## config.mk

```make
export PLATFORM = sky130hd
export DESIGN_NAME = am2940_dma_sequencer_flat
export DESIGN_NICKNAME = d
export VERILOG_FILES = /design/src/rtl/am2940_pkg.sv /design/src/rtl/am2940_dma_sequencer_if.sv /design/src/rtl/am2940_cmd_issue.sv /design/src/rtl/am2940_dma_sequencer.sv /design/src/flat_wrapper.sv
export SDC_FILE = /design/constraint.sdc
export NUM_CORES = 1
export LEC_CHECK = 0
export BUFFER_PORTS_ARGS = -buffer_cell sky130_fd_sc_hd__clkbuf_2
export CAP_MARGIN = 20
export CORE_ASPECT_RATIO = 1.5
export CORE_MARGIN = 1
export CORE_UTILIZATION = 49
export DETAILED_ROUTE_END_ITERATION = 6
export PLACE_DENSITY = 0.75
export SLEW_MARGIN = 5
export SYNTH_ARGS = -nofsm -noshare
export SYNTH_HDL_FRONTEND = slang
export SYNTH_SLANG_ARGS = --single-unit
```

## constraint.sdc

```tcl
create_clock -name clk -period 1.9 [get_ports clk]
set_input_delay 0.285 -clock clk [delete_from_list [all_inputs] [get_ports clk]]
set_output_delay 0.285 -clock clk [all_outputs]
set_load 0.01 [all_outputs]
```

## src/rtl/am2940_pkg.sv

```systemverilog
// Shared definitions for the am2940 DMA control stage: instruction codes,
// sequencer state encoding and default slice width.
package am2940_pkg;

   localparam int DATA_W_DEF = 4;

   localparam logic [2:0] I_WRCR   = 3'd0;
   localparam logic [2:0] I_RDCR   = 3'd1;
   localparam logic [2:0] I_RDWC   = 3'd2;
   localparam logic [2:0] I_RDAC   = 3'd3;
   localparam logic [2:0] I_REINIT = 3'd4;
   localparam logic [2:0] I_LDAD   = 3'd5;
   localparam logic [2:0] I_LDWC   = 3'd6;
   localparam logic [2:0] I_ENCNT  = 3'd7;

   typedef enum logic [3:0] {
      S_IDLE,
      S_LD_CR,
      S_LD_AD,
      S_LD_WC,
      S_ARM,
      S_WAIT_REQ,
      S_XFER,
      S_STEP,
      S_FIN
   } state_t;

endpackage

```

## src/rtl/am2940_dma_sequencer_if.sv

```systemverilog
// Bus between the DMA sequencer, the am2940 slice and the peripheral handshake.
interface am2940_dma_sequencer_if #(
   parameter int DATA_W = 4
);
   logic              trans;
   logic [2:0]        instr;
   logic [DATA_W-1:0] d_out;
   logic              noea;
   logic              aci;
   logic              wci;
   logic              dack;
   logic              done;
   logic              drq;

   modport master (
      output trans, instr, d_out, noea, aci, wci, dack,
      input  done, drq
   );

   modport slave (
      input  trans, instr, d_out, noea, aci, wci, dack,
      output done, drq
   );
endinterface

```

## src/rtl/am2940_cmd_issue.sv

```systemverilog
// Two-cycle am2940 command generator: SETUP (code/data driven, trans low)
// followed by STROBE (trans high, code/data held); ack is the STROBE cycle.
module am2940_cmd_issue
   import am2940_pkg::*;
#(
   parameter int DATA_W = DATA_W_DEF
) (
   input  logic              clk,
   input  logic              res,
   input  logic              req,
   input  logic [2:0]        code,
   input  logic [DATA_W-1:0] data,
   input  logic [2:0]        park_code,
   output logic              trans,
   output logic [2:0]        instr,
   output logic [DATA_W-1:0] d_out,
   output logic              ack,
   output logic              busy
);

   logic              act_q,   act_d;
   logic              trans_q, trans_d;
   logic [2:0]        instr_q, instr_d;
   logic [DATA_W-1:0] d_q,     d_d;

   always_comb begin
      act_d   = act_q;
      trans_d = trans_q;
      instr_d = instr_q;
      d_d     = d_q;
      if (req) begin
         act_d   = 1'b1;
         trans_d = 1'b0;
         instr_d = code;
         d_d     = data;
      end else if (act_q && !trans_q) begin
         trans_d = 1'b1;
      end else begin
         // between commands the bus parks on a non-modifying code
         act_d   = 1'b0;
         trans_d = 1'b0;
         instr_d = park_code;
         d_d     = '0;
      end
   end

   always_ff @(posedge clk or posedge res) begin
      if (res) begin
         act_q   <= 1'b0;
         trans_q <= 1'b0;
         instr_q <= I_RDCR;
         d_q     <= '0;
      end else begin
         act_q   <= act_d;
         trans_q <= trans_d;
         instr_q <= instr_d;
         d_q     <= d_d;
      end
   end

   assign trans = trans_q;
   assign instr = instr_q;
   assign d_out = d_q;
   assign ack   = trans_q;
   assign busy  = act_q;

endmodule

```

## src/rtl/am2940_dma_sequencer.sv

```systemverilog
// DMA control stage in front of am2940_top: programs CR/address/count, then
// runs DRQ/DACK transfers until DONE. Optional: AM2940_DMA_AUTO_REINIT_EN.
//
// state    | meaning
// IDLE     | waiting for a start rising edge
// LD_CR    | WRITE CR command with cfg_ctrl
// LD_AD    | LOAD ADDR command with captured address
// LD_WC    | LOAD WC command with captured count
// ARM      | one cycle to sample done before any transfer
// WAIT_REQ | parked on ENABLE COUNT, waiting for drq
// XFER     | dack high, address bus driven, XFER_CYCLES clk
// STEP     | ENABLE COUNT command with aci/wci, counts one transfer
// FIN      | irq pulse; optionally REINIT then resume
module am2940_dma_sequencer
   import am2940_pkg::*;
#(
   parameter int DATA_W      = DATA_W_DEF,
   parameter int XFER_CYCLES = 2,
   parameter int CNT_W       = 8
) (
   input  logic                   clk,
   input  logic                   res,
   input  logic                   start,
   input  logic                   abort,
   input  logic [2:0]             cfg_ctrl,
   input  logic [DATA_W-1:0]      cfg_addr,
   input  logic [DATA_W-1:0]      cfg_count,
   output logic                   busy,
   output logic                   irq,
   output logic [CNT_W-1:0]       xfer_cnt,
   am2940_dma_sequencer_if.master bus
);

   localparam logic [3:0] XFER_LOAD = 4'(XFER_CYCLES - 1);

   state_t            state_q,      state_d;
   logic [DATA_W-1:0] addr_q,       addr_d;
   logic [DATA_W-1:0] count_q,      count_d;
   logic [3:0]        timer_q,      timer_d;
   logic [CNT_W-1:0]  xfer_cnt_q,   xfer_cnt_d;
   logic              abort_pend_q, abort_pend_d;
   logic              start_prev_q, start_prev_d;
   logic              noea_q,       noea_d;
   logic              dack_q,       dack_d;
   logic              acwc_q,       acwc_d;
   logic              busy_q,       busy_d;
   logic              irq_q,        irq_d;

   logic              cmd_req;
   logic [2:0]        cmd_code;
   logic [DATA_W-1:0] cmd_data;
   logic [2:0]        park_code;
   logic              cmd_trans, cmd_ack, cmd_busy;
   logic [2:0]        cmd_instr;
   logic [DATA_W-1:0] cmd_dout;
   logic              abort_any;
   logic              reinit_ok;

   assign abort_any = abort | abort_pend_q;

`ifdef AM2940_DMA_AUTO_REINIT_EN
   assign reinit_ok = bus.done && !abort_any;
`else
   assign reinit_ok = 1'b0;
`endif

   always_comb begin
      state_d      = state_q;
      addr_d       = addr_q;
      count_d      = count_q;
      timer_d      = timer_q;
      xfer_cnt_d   = xfer_cnt_q;
      abort_pend_d = abort_pend_q | abort;
      start_prev_d = start;
      cmd_req      = 1'b0;
      cmd_code     = I_RDCR;
      cmd_data     = '0;

      case (state_q)
         S_IDLE: begin
            abort_pend_d = 1'b0;
            if (start && !start_prev_q) begin
               state_d    = S_LD_CR;
               addr_d     = cfg_addr;
               count_d    = cfg_count;
               xfer_cnt_d = '0;
               cmd_req    = 1'b1;
               cmd_code   = I_WRCR;
               cmd_data   = DATA_W'(cfg_ctrl);
            end
         end
         S_LD_CR: begin
            if (cmd_ack) begin
               if (abort_any) begin
                  state_d = S_FIN;
               end else begin
                  state_d  = S_LD_AD;
                  cmd_req  = 1'b1;
                  cmd_code = I_LDAD;
                  cmd_data = addr_q;
               end
            end
         end
         S_LD_AD: begin
            if (cmd_ack) begin
               if (abort_any) begin
                  state_d = S_FIN;
               end else begin
                  state_d  = S_LD_WC;
                  cmd_req  = 1'b1;
                  cmd_code = I_LDWC;
                  cmd_data = count_q;
               end
            end
         end
         S_LD_WC: begin
            if (cmd_ack) state_d = abort_any ? S_FIN : S_ARM;
         end
         S_ARM: begin
            if (bus.done || abort_any) begin
               state_d  = S_FIN;
               cmd_req  = reinit_ok;
               cmd_code = I_REINIT;
            end else begin
               state_d = S_WAIT_REQ;
            end
         end
         S_WAIT_REQ: begin
            if (abort_any) begin
               state_d = S_FIN;
            end else if (bus.drq) begin
               state_d = S_XFER;
               timer_d = XFER_LOAD;
            end
         end
         S_XFER: begin
            if (timer_q == 4'd0) begin
               state_d  = S_STEP;
               cmd_req  = 1'b1;
               cmd_code = I_ENCNT;
            end else begin
               timer_d = timer_q - 4'd1;
            end
         end
         S_STEP: begin
            if (cmd_ack) begin
               if (xfer_cnt_q != '1) xfer_cnt_d = xfer_cnt_q + 1'b1;
               if (bus.done || abort_any) begin
                  state_d  = S_FIN;
                  cmd_req  = reinit_ok;
                  cmd_code = I_REINIT;
               end else begin
                  state_d = S_WAIT_REQ;
               end
            end
         end
         S_FIN: begin
            // only a REINIT keeps the command generator busy here
            if (!cmd_busy)    state_d = S_IDLE;
            else if (cmd_ack) state_d = start ? S_WAIT_REQ : S_IDLE;
         end
         default: state_d = S_IDLE;
      endcase

      park_code = (state_d == S_WAIT_REQ || state_d == S_XFER || state_d == S_STEP)
                  ? I_ENCNT : I_RDCR;

      busy_d = (state_d != S_IDLE);
      dack_d = (state_d == S_XFER);
      noea_d = !dack_d;
      acwc_d = (state_d == S_STEP);
      irq_d  = (state_d == S_FIN) && (state_q != S_FIN);
   end

   always_ff @(posedge clk or posedge res) begin
      if (res) begin
         state_q      <= S_IDLE;
         addr_q       <= '0;
         count_q      <= '0;
         timer_q      <= '0;
         xfer_cnt_q   <= '0;
         abort_pend_q <= 1'b0;
         // a start level already high at reset release must not launch a run
         start_prev_q <= 1'b1;
         noea_q       <= 1'b1;
         dack_q       <= 1'b0;
         acwc_q       <= 1'b0;
         busy_q       <= 1'b0;
         irq_q        <= 1'b0;
      end else begin
         state_q      <= state_d;
         addr_q       <= addr_d;
         count_q      <= count_d;
         timer_q      <= timer_d;
         xfer_cnt_q   <= xfer_cnt_d;
         abort_pend_q <= abort_pend_d;
         start_prev_q <= start_prev_d;
         noea_q       <= noea_d;
         dack_q       <= dack_d;
         acwc_q       <= acwc_d;
         busy_q       <= busy_d;
         irq_q        <= irq_d;
      end
   end

   am2940_cmd_issue #(.DATA_W(DATA_W)) u_cmd (
      .clk       (clk),
      .res       (res),
      .req       (cmd_req),
      .code      (cmd_code),
      .data      (cmd_data),
      .park_code (park_code),
      .trans     (cmd_trans),
      .instr     (cmd_instr),
      .d_out     (cmd_dout),
      .ack       (cmd_ack),
      .busy      (cmd_busy)
   );

   assign bus.trans = cmd_trans;
   assign bus.instr = cmd_instr;
   assign bus.d_out = cmd_dout;
   assign bus.noea  = noea_q;
   assign bus.dack  = dack_q;
   assign bus.aci   = acwc_q;
   assign bus.wci   = acwc_q;
   assign busy      = busy_q;
   assign irq       = irq_q;
   assign xfer_cnt  = xfer_cnt_q;

endmodule

```

## src/flat_wrapper.sv

```systemverilog
// flat-port wrapper written by rule: the top's interface ports become plain ports
module am2940_dma_sequencer_flat import am2940_pkg::*;
#(
   parameter int DATA_W      = DATA_W_DEF,
   parameter int XFER_CYCLES = 2,
   parameter int CNT_W       = 8
)
  (clk, res, start, abort, cfg_ctrl, cfg_addr, cfg_count, busy, irq, xfer_cnt, bus_trans, bus_instr, bus_d_out, bus_noea, bus_aci, bus_wci, bus_dack, bus_done, bus_drq);
  am2940_dma_sequencer_if #(.DATA_W(DATA_W)) bus_i ();
  input  logic clk;
  input  logic res;
  input  logic start;
  input  logic abort;
  input  logic [2:0] cfg_ctrl;
  input  logic [DATA_W-1:0] cfg_addr;
  input  logic [DATA_W-1:0] cfg_count;
  output logic busy;
  output logic irq;
  output logic [CNT_W-1:0] xfer_cnt;
  output wire logic [$bits(bus_i.trans)-1:0] bus_trans;
  output wire logic [$bits(bus_i.instr)-1:0] bus_instr;
  output wire logic [$bits(bus_i.d_out)-1:0] bus_d_out;
  output wire logic [$bits(bus_i.noea)-1:0] bus_noea;
  output wire logic [$bits(bus_i.aci)-1:0] bus_aci;
  output wire logic [$bits(bus_i.wci)-1:0] bus_wci;
  output wire logic [$bits(bus_i.dack)-1:0] bus_dack;
  input wire logic [$bits(bus_i.done)-1:0] bus_done;
  input wire logic [$bits(bus_i.drq)-1:0] bus_drq;
  assign bus_trans = bus_i.trans;
  assign bus_instr = bus_i.instr;
  assign bus_d_out = bus_i.d_out;
  assign bus_noea = bus_i.noea;
  assign bus_aci = bus_i.aci;
  assign bus_wci = bus_i.wci;
  assign bus_dack = bus_i.dack;
  assign bus_i.done = bus_done;
  assign bus_i.drq = bus_drq;
  am2940_dma_sequencer #(.DATA_W(DATA_W), .XFER_CYCLES(XFER_CYCLES), .CNT_W(CNT_W)) u_core (.clk(clk), .res(res), .start(start), .abort(abort), .cfg_ctrl(cfg_ctrl), .cfg_addr(cfg_addr), .cfg_count(cfg_count), .busy(busy), .irq(irq), .xfer_cnt(xfer_cnt), .bus(bus_i));
endmodule
```

==> results.md, run 1 <==
- CTS tree: done
- GRT Util Overall: 25.4%
- Mapped Cells: 215
- Area contributors post-synth: dfrtp_1 45%, nand2_1 7.7%, dfstp_2 3.9%, nor2_1 2.8%, nand3_1 2.7%
- Arr. time, crit path: 2.12 ns
- Final Hold Viols: 0
- Vias: 1,941
- IO Count: 39
- Final setup fails: 1
- Netlist cell types: 49
- Die width: 54.7 um
- Max-Cap Viols: 0
- Number of global-route vias before repair: 1,790
- Startpoint Class: register
- Clock slew at reported path FFs: 0.08 ns
- Initial Utilization: 51.5%
- Critical path class: register to register
- Fin nets: 305
- Vias/cell: 5.86
- Placeable Area: 3960 um^2
- Synth cell count leaders: 42 x nand2_1, 37 x dfrtp_1, 15 x nor2_1
- Mean Syn Cell Area: 9.48 um^2
- Crit path max fanout: 6
- Number of fill cells: 283
- Multi-input logic area: 1080 um^2
- Leading area contributor after synthesis: dfrtp_1
- Post-DP Area: 2430 um^2
- Largest net degree at the start of global routing: 41
- Slew Viols, Final: 0
- Avg WL per Cell: 16.3 um
- Starting DRT DRC Count: 64
- RSZ-0062 raised after global routing: true
- Post-synth EDFFs: 0
- Warnings, synthesis: 0
- Worst hold path type: input pin to asynchronous set/reset pin
- # rows: 28
- VDD IR max: 0.834 mV
- CTS max path bufs: 2
- First-pass GRT wire length: 7.95 mm
- Overflow after GRT: 0
- Initial antenna violation count: 0
- Port-buffer cells: 38
- Mapped cell area: 2040 um^2
- Slew margin rel.: 66.2%
- Final WL: 5.39 mm
- Post-detail-place hpwl: 3.58 mm
- Violations in the final reports: negative setup slack
- Slew @ Worst Pin: 0.505 ns
- Clk Latency, worst-skew pair: 0.30 ns
- DRT antenna net count: 0
- Seq/Total Area, Yosys: 49.3%
- Share of cells above drive strength 1: 40.2%
- Outcome: complete, but fails checks
- Final worst path period share: 100%
- CP endpoint kind: register
- Ys flop type: dfrtp_1
- FF+latch count, synth: 40
- Final Power: 3.50 mW
- Worst Clk Skew: 0.00883 ns
- CTS root buf: clkbuf_8
- TritonCTS Buffers: 5
- Synth top area share: 45.4%
- Num Clock Sinks: 40
- Ys async rst share: 100%
- DRC viols: 0
- Design area: 2770 um^2
- # H-tree levels: 2
- Hold Buf Count CTS: 0
- Post-Syn Nets: 235
- Area delta synth->final: 36.0%
- Die H: 81.0 um
- TritonRoute pass-1 iters: 4
- Sequential Area: 1010 um^2
- Fmax: 524 MHz
- LEAKAGE: 1.33 nW
- Most common cell in the netlist: nand2_1
- Fin crit period: 1.91 ns
- DIE AREA: 4430 um^2
- Placer Congestion: 0.941
- Pwr Density: 1260 nW/um^2
- Diode count: 0
- Setup slack after layout: -0.00880 ns
- Crit path required time: 2.11 ns
## critical path, cell delays in order, from the launching register on
cell     delay [ns]
dfrtp_1        0.40
or4_4          0.54
or2_4          0.30
o211a_4        0.16
and4b_4        0.21
o31ai_2        0.21
## layout by cell type (no fill, tap or decap), types with 3 or more instances in the layout
cell type	Yosys	final
nand2b_1	4	4
buf_4	1	33
a222oi_1	4	4
clkbuf_8	0	7
dfrtp_1	37	36
nand2_1	42	42
inv_1	10	10
nor4b_2	0	3
nor2_1	15	13
dfstp_2	3	3
nand3_1	11	10
xnor2_1	6	6
o21ai_1	0	3
nor3_1	5	5
nand4_1	4	4
clkbuf_2	0	38
o21ai_0	9	6
a31oi_1	5	3
## flip-flops by register name (all words and copies together), names as in the netlist, 3 cells and up
register and flops:
u_core.u_cmd.instr 3, u_core.xfer_cnt 8, u_core.state_q 4, u_core.count_q 4
u_core.timer_q 4, u_core.addr_q 4, u_core.u_cmd.d_out 4
## logic make-up (layout without fill, tap and decap cells)
kind of cell	after synthesis	after routing	share of synthesized area, %
AOI/OAI and AO/OA	40	40	14.4
xor gates and xnor gates	6	6	2.58
adders and majority gates	3	3	1.84
buffers and inverters	20	91	4.42
DFF	40	40	49.3
muxes	1	1	0.552
and+or+nand+nor	105	105	26.9
## power breakdown
group          switching, mW  internal (mW)
clock network          0.299          0.464
logic                  0.802          0.708
registers              0.156           1.07
## stage by stage
stage                     setup TNS (ns)  hold WS (ns)  utilization (%)  setup WS [ns]  instances
final                           -0.00880        0.0694             70.0       -0.00880        331
after global routing              -0.327         0.118             70.0        -0.0722        331
after CTS                              0        0.0886             64.8     0.00000466        322
after detailed placement         -0.0662         0.409             61.3        -0.0315        314
after global placement           -0.0241         0.411             61.3        -0.0175        314
after floorplan                  -0.0205         0.289                -        -0.0205        215
## worst paths after layout
path | slack, ns | depth (start not counted) | end | start
setup / recovery | -0.009 | 5 | u_core.u_cmd.instr[2]$_DFFE_PP0N_ | u_core.state_q[1]$_DFF_PP0_
min in group clk | 0.12 | 1 | u_core.start_prev_q$_DFF_PP1_ | start
hold / removal | 0.07 | 3 | u_core.state_q[1]$_DFF_PP0_ | res
max in group asynchronous | 1.45 | 3 | u_core.u_cmd.instr[0]$_DFFE_PP1N_ | res
hold reg to reg | 0.48 | 2 | u_core.u_cmd.d_out[1]$_DFFE_PP0N_ | u_core.u_cmd.d_out[1]$_DFFE_PP0N_
setup reg to reg | -0.009 | 5 | u_core.u_cmd.instr[2]$_DFFE_PP0N_ | u_core.state_q[1]$_DFF_PP0_
## area by class of cell
class	count	share of cell area, %
clock buffer	7	3.48
multi-input combinational	155	39.1
sequential	40	36.3
tap	45	2.03
inverter	10	1.35
clock inverter	1	1.08
timing repair buffer	73	16.6
## per-layer routing
layer,up-vias,GRT usage (%),part of all wire (%),wire [um]
li1,911,-,-,-
met1,931,28.5,40,2160
met2,75,43.4,52,2820
met3,24,4.49,3.5,191
met4,0,13.8,4.0,218
met5,-,0,0,0
## repair_timing
| action | CTS | global route |
|---|---|---|
| pin swaps | 0 | 7 |
| setup endpoints to repair | 3 | 15 |
| endpoints found under the hold margin | 0 | 0 |
| setup buffers | 0 | 9 |
| resized for setup | 3 | 30 |
(Power assumes the default switching activity.)
==> inputs of run 2 (changes only) <==
--- a/config.mk
+++ b/config.mk
@@ -5,7 +5,7 @@
 export SDC_FILE = /design/constraint.sdc
 export NUM_CORES = 1
 export LEC_CHECK = 0
-export BUFFER_PORTS_ARGS = -buffer_cell sky130_fd_sc_hd__clkbuf_2
+export BUFFER_PORTS_ARGS = -buffer_cell sky130_fd_sc_hd__buf_2
 export CAP_MARGIN = 20
 export CORE_ASPECT_RATIO = 1.5
 export CORE_MARGIN = 1
==> constraint.sdc (replaced) <==
create_clock -name clk -period 1.9 [get_ports clk]
set_input_delay 0.57 -clock clk [delete_from_list [all_inputs] [get_ports clk]]
set_output_delay 0.57 -clock clk [all_outputs]
set_load 0.01 [all_outputs]
==> results.md, run 2 (synthesized netlist as in run 1, its figures left out) <==
- Final setup fails: 0
- Fin crit period: 1.86 ns
- Vias/cell: 5.55
- CP endpoint kind: register
- CTS max path bufs: 2
- Die width: 54.7 um
- VDD IR max: 0.927 mV
- CTS tree: done
- Starting DRT DRC Count: 65
- Area delta synth->final: 37.9%
- Crit path required time: 2.07 ns
- Pwr Density: 1180 nW/um^2
- Share of cells above drive strength 1: 42.2%
- Design area: 2810 um^2
- Fmax: 536 MHz
- Max reg flops: 8
- Critical path class: register to register
- Slew Viols, Final: 0
- Post-detail-place hpwl: 3.73 mm
- Startpoint Class: register
- Fin nets: 315
- Clk Latency, worst-skew pair: 0.30 ns
- Final Hold Viols: 0
- Vias: 1,891
- Placeable Area: 3960 um^2
- Finished Core Util: 71.0%
- Num Clock Sinks: 40
- Overflow after GRT: 0
- Initial antenna violation count: 0
- RSZ-0062 raised after global routing: true
- Post-DP Area: 2550 um^2
- Final worst path period share: 98.1%
- # rows: 28
- Final WL: 5.16 mm
- Worst hold path type: input pin to asynchronous set/reset pin
- Largest net degree at the start of global routing: 41
- Avg WL per Cell: 15.1 um
- Outcome: completed
- TritonCTS Buffers: 5
- IO Count: 39
- Commonest non-fill, non-tap cell in the layout: nand2_1
- DRC viols: 0
- Slew margin rel.: 64.3%
- Setup TNS: 0 ns
- DRT antenna net count: 0
- Hold Buf Count CTS: 0
- Max-Cap Viols: 0
- Slew @ Worst Pin: 0.533 ns
- First-pass GRT wire length: 8.12 mm
- Worst Clk Skew: 0.00859 ns
- LEAKAGE: 1.36 nW
- Most frequent cells in the layout: 42 x nand2_1, 41 x buf_4, 38 x buf_2, 35 x dfrtp_1, 14 x nor2_1
- Number of global-route vias before repair: 1,831
- Arr. time, crit path: 2.04 ns
- # H-tree levels: 2
- GRT Util Overall: 25.4%
- Placer Congestion: 0.904
- Port-buffer cells: 38
- Die H: 81.0 um
- Initial Utilization: 51.5%
- Clock slew at reported path FFs: 0.08 ns
- CTS root buf: clkbuf_8
- DIE AREA: 4430 um^2
- Diode count: 0
- Crit path max fanout: 3
- TritonRoute pass-1 iters: 4
==> run 2: metal layers <==
metal | up-vias | routed length (um) | global-route usage, % | part of all wire (%)
met5 | - | 0 | 0 | 0
met4 | 0 | 147 | 14.6 | 2.8
met3 | 11 | 161 | 4.31 | 3.1
met2 | 49 | 2740 | 41.7 | 53
met1 | 903 | 2110 | 29.8 | 41
li1 | 928 | - | - | -
==> run 2: timing repair <==
item	in CTS	in global routing
buffers inserted	0	5
setup endpoints to repair	11	17
resized for setup	8	23
pin swaps	0	7
==> run 2: final cells by class <==
class                           count  area, um^2
Clock inverter                      3        23.8
Sequential cell                    40        1010
Tap cell                           45        56.3
Multi-Input combinational cell    155        1070
Timing Repair Buffer               83         552
Fill cell                         329        1150
Inverter                           10        37.5
Clock buffer                        5        68.8
==> run 2: report_power, final <==
group	total (mW)	internal [mW]	switching (mW)
Clock	0.584	0.260	0.324
Combinational	1.51	0.739	0.773
Sequential	1.21	1.07	0.146
==> run 2: worst max-delay path, cell delays in order, from the launching register on <==
cell and delay [ns]:
dfstp_2 0.52, nand2b_1 0.26, or2_4 0.20, o211a_2 0.20
nand3_1 0.11, or4_1 0.47
==> run 2: worst paths after layout <==
| path | slack, ns | end | depth (start not counted) | startpoint |
|---|---|---|---|---|
| max in group asynchronous | 1.14 | u_core.abort_pend_q$_DFF_PP0_ | 3 | res |
| max reg2reg | 0.04 | u_core.busy$_DFF_PP0_ | 5 | u_core.start_prev_q$_DFF_PP1_ |
| max | 0.04 | u_core.busy$_DFF_PP0_ | 5 | u_core.start_prev_q$_DFF_PP1_ |
| min | 0.38 | u_core.state_q[1]$_DFF_PP0_ | 3 | res |
| min in group clk | 0.41 | u_core.start_prev_q$_DFF_PP1_ | 1 | start |
| min reg2reg | 0.48 | u_core.addr_q[3]$_DFFE_PP0P_ | 2 | u_core.addr_q[3]$_DFFE_PP0P_ |
==> run 2: stage by stage <==
step           worst slack (ns)  power, mW  instances  hold slack, ns
2_1_floorplan           -0.0398       1.95        215           0.445
3_3_place_gp             -0.208       2.51        328           0.453
3_5_place_dp             -0.225       2.55        328           0.463
4_1_cts                 0.00551       3.16        336           0.392
5_1_grt                 -0.0993       3.51        341           0.398
6_report                 0.0354       3.31        341           0.379
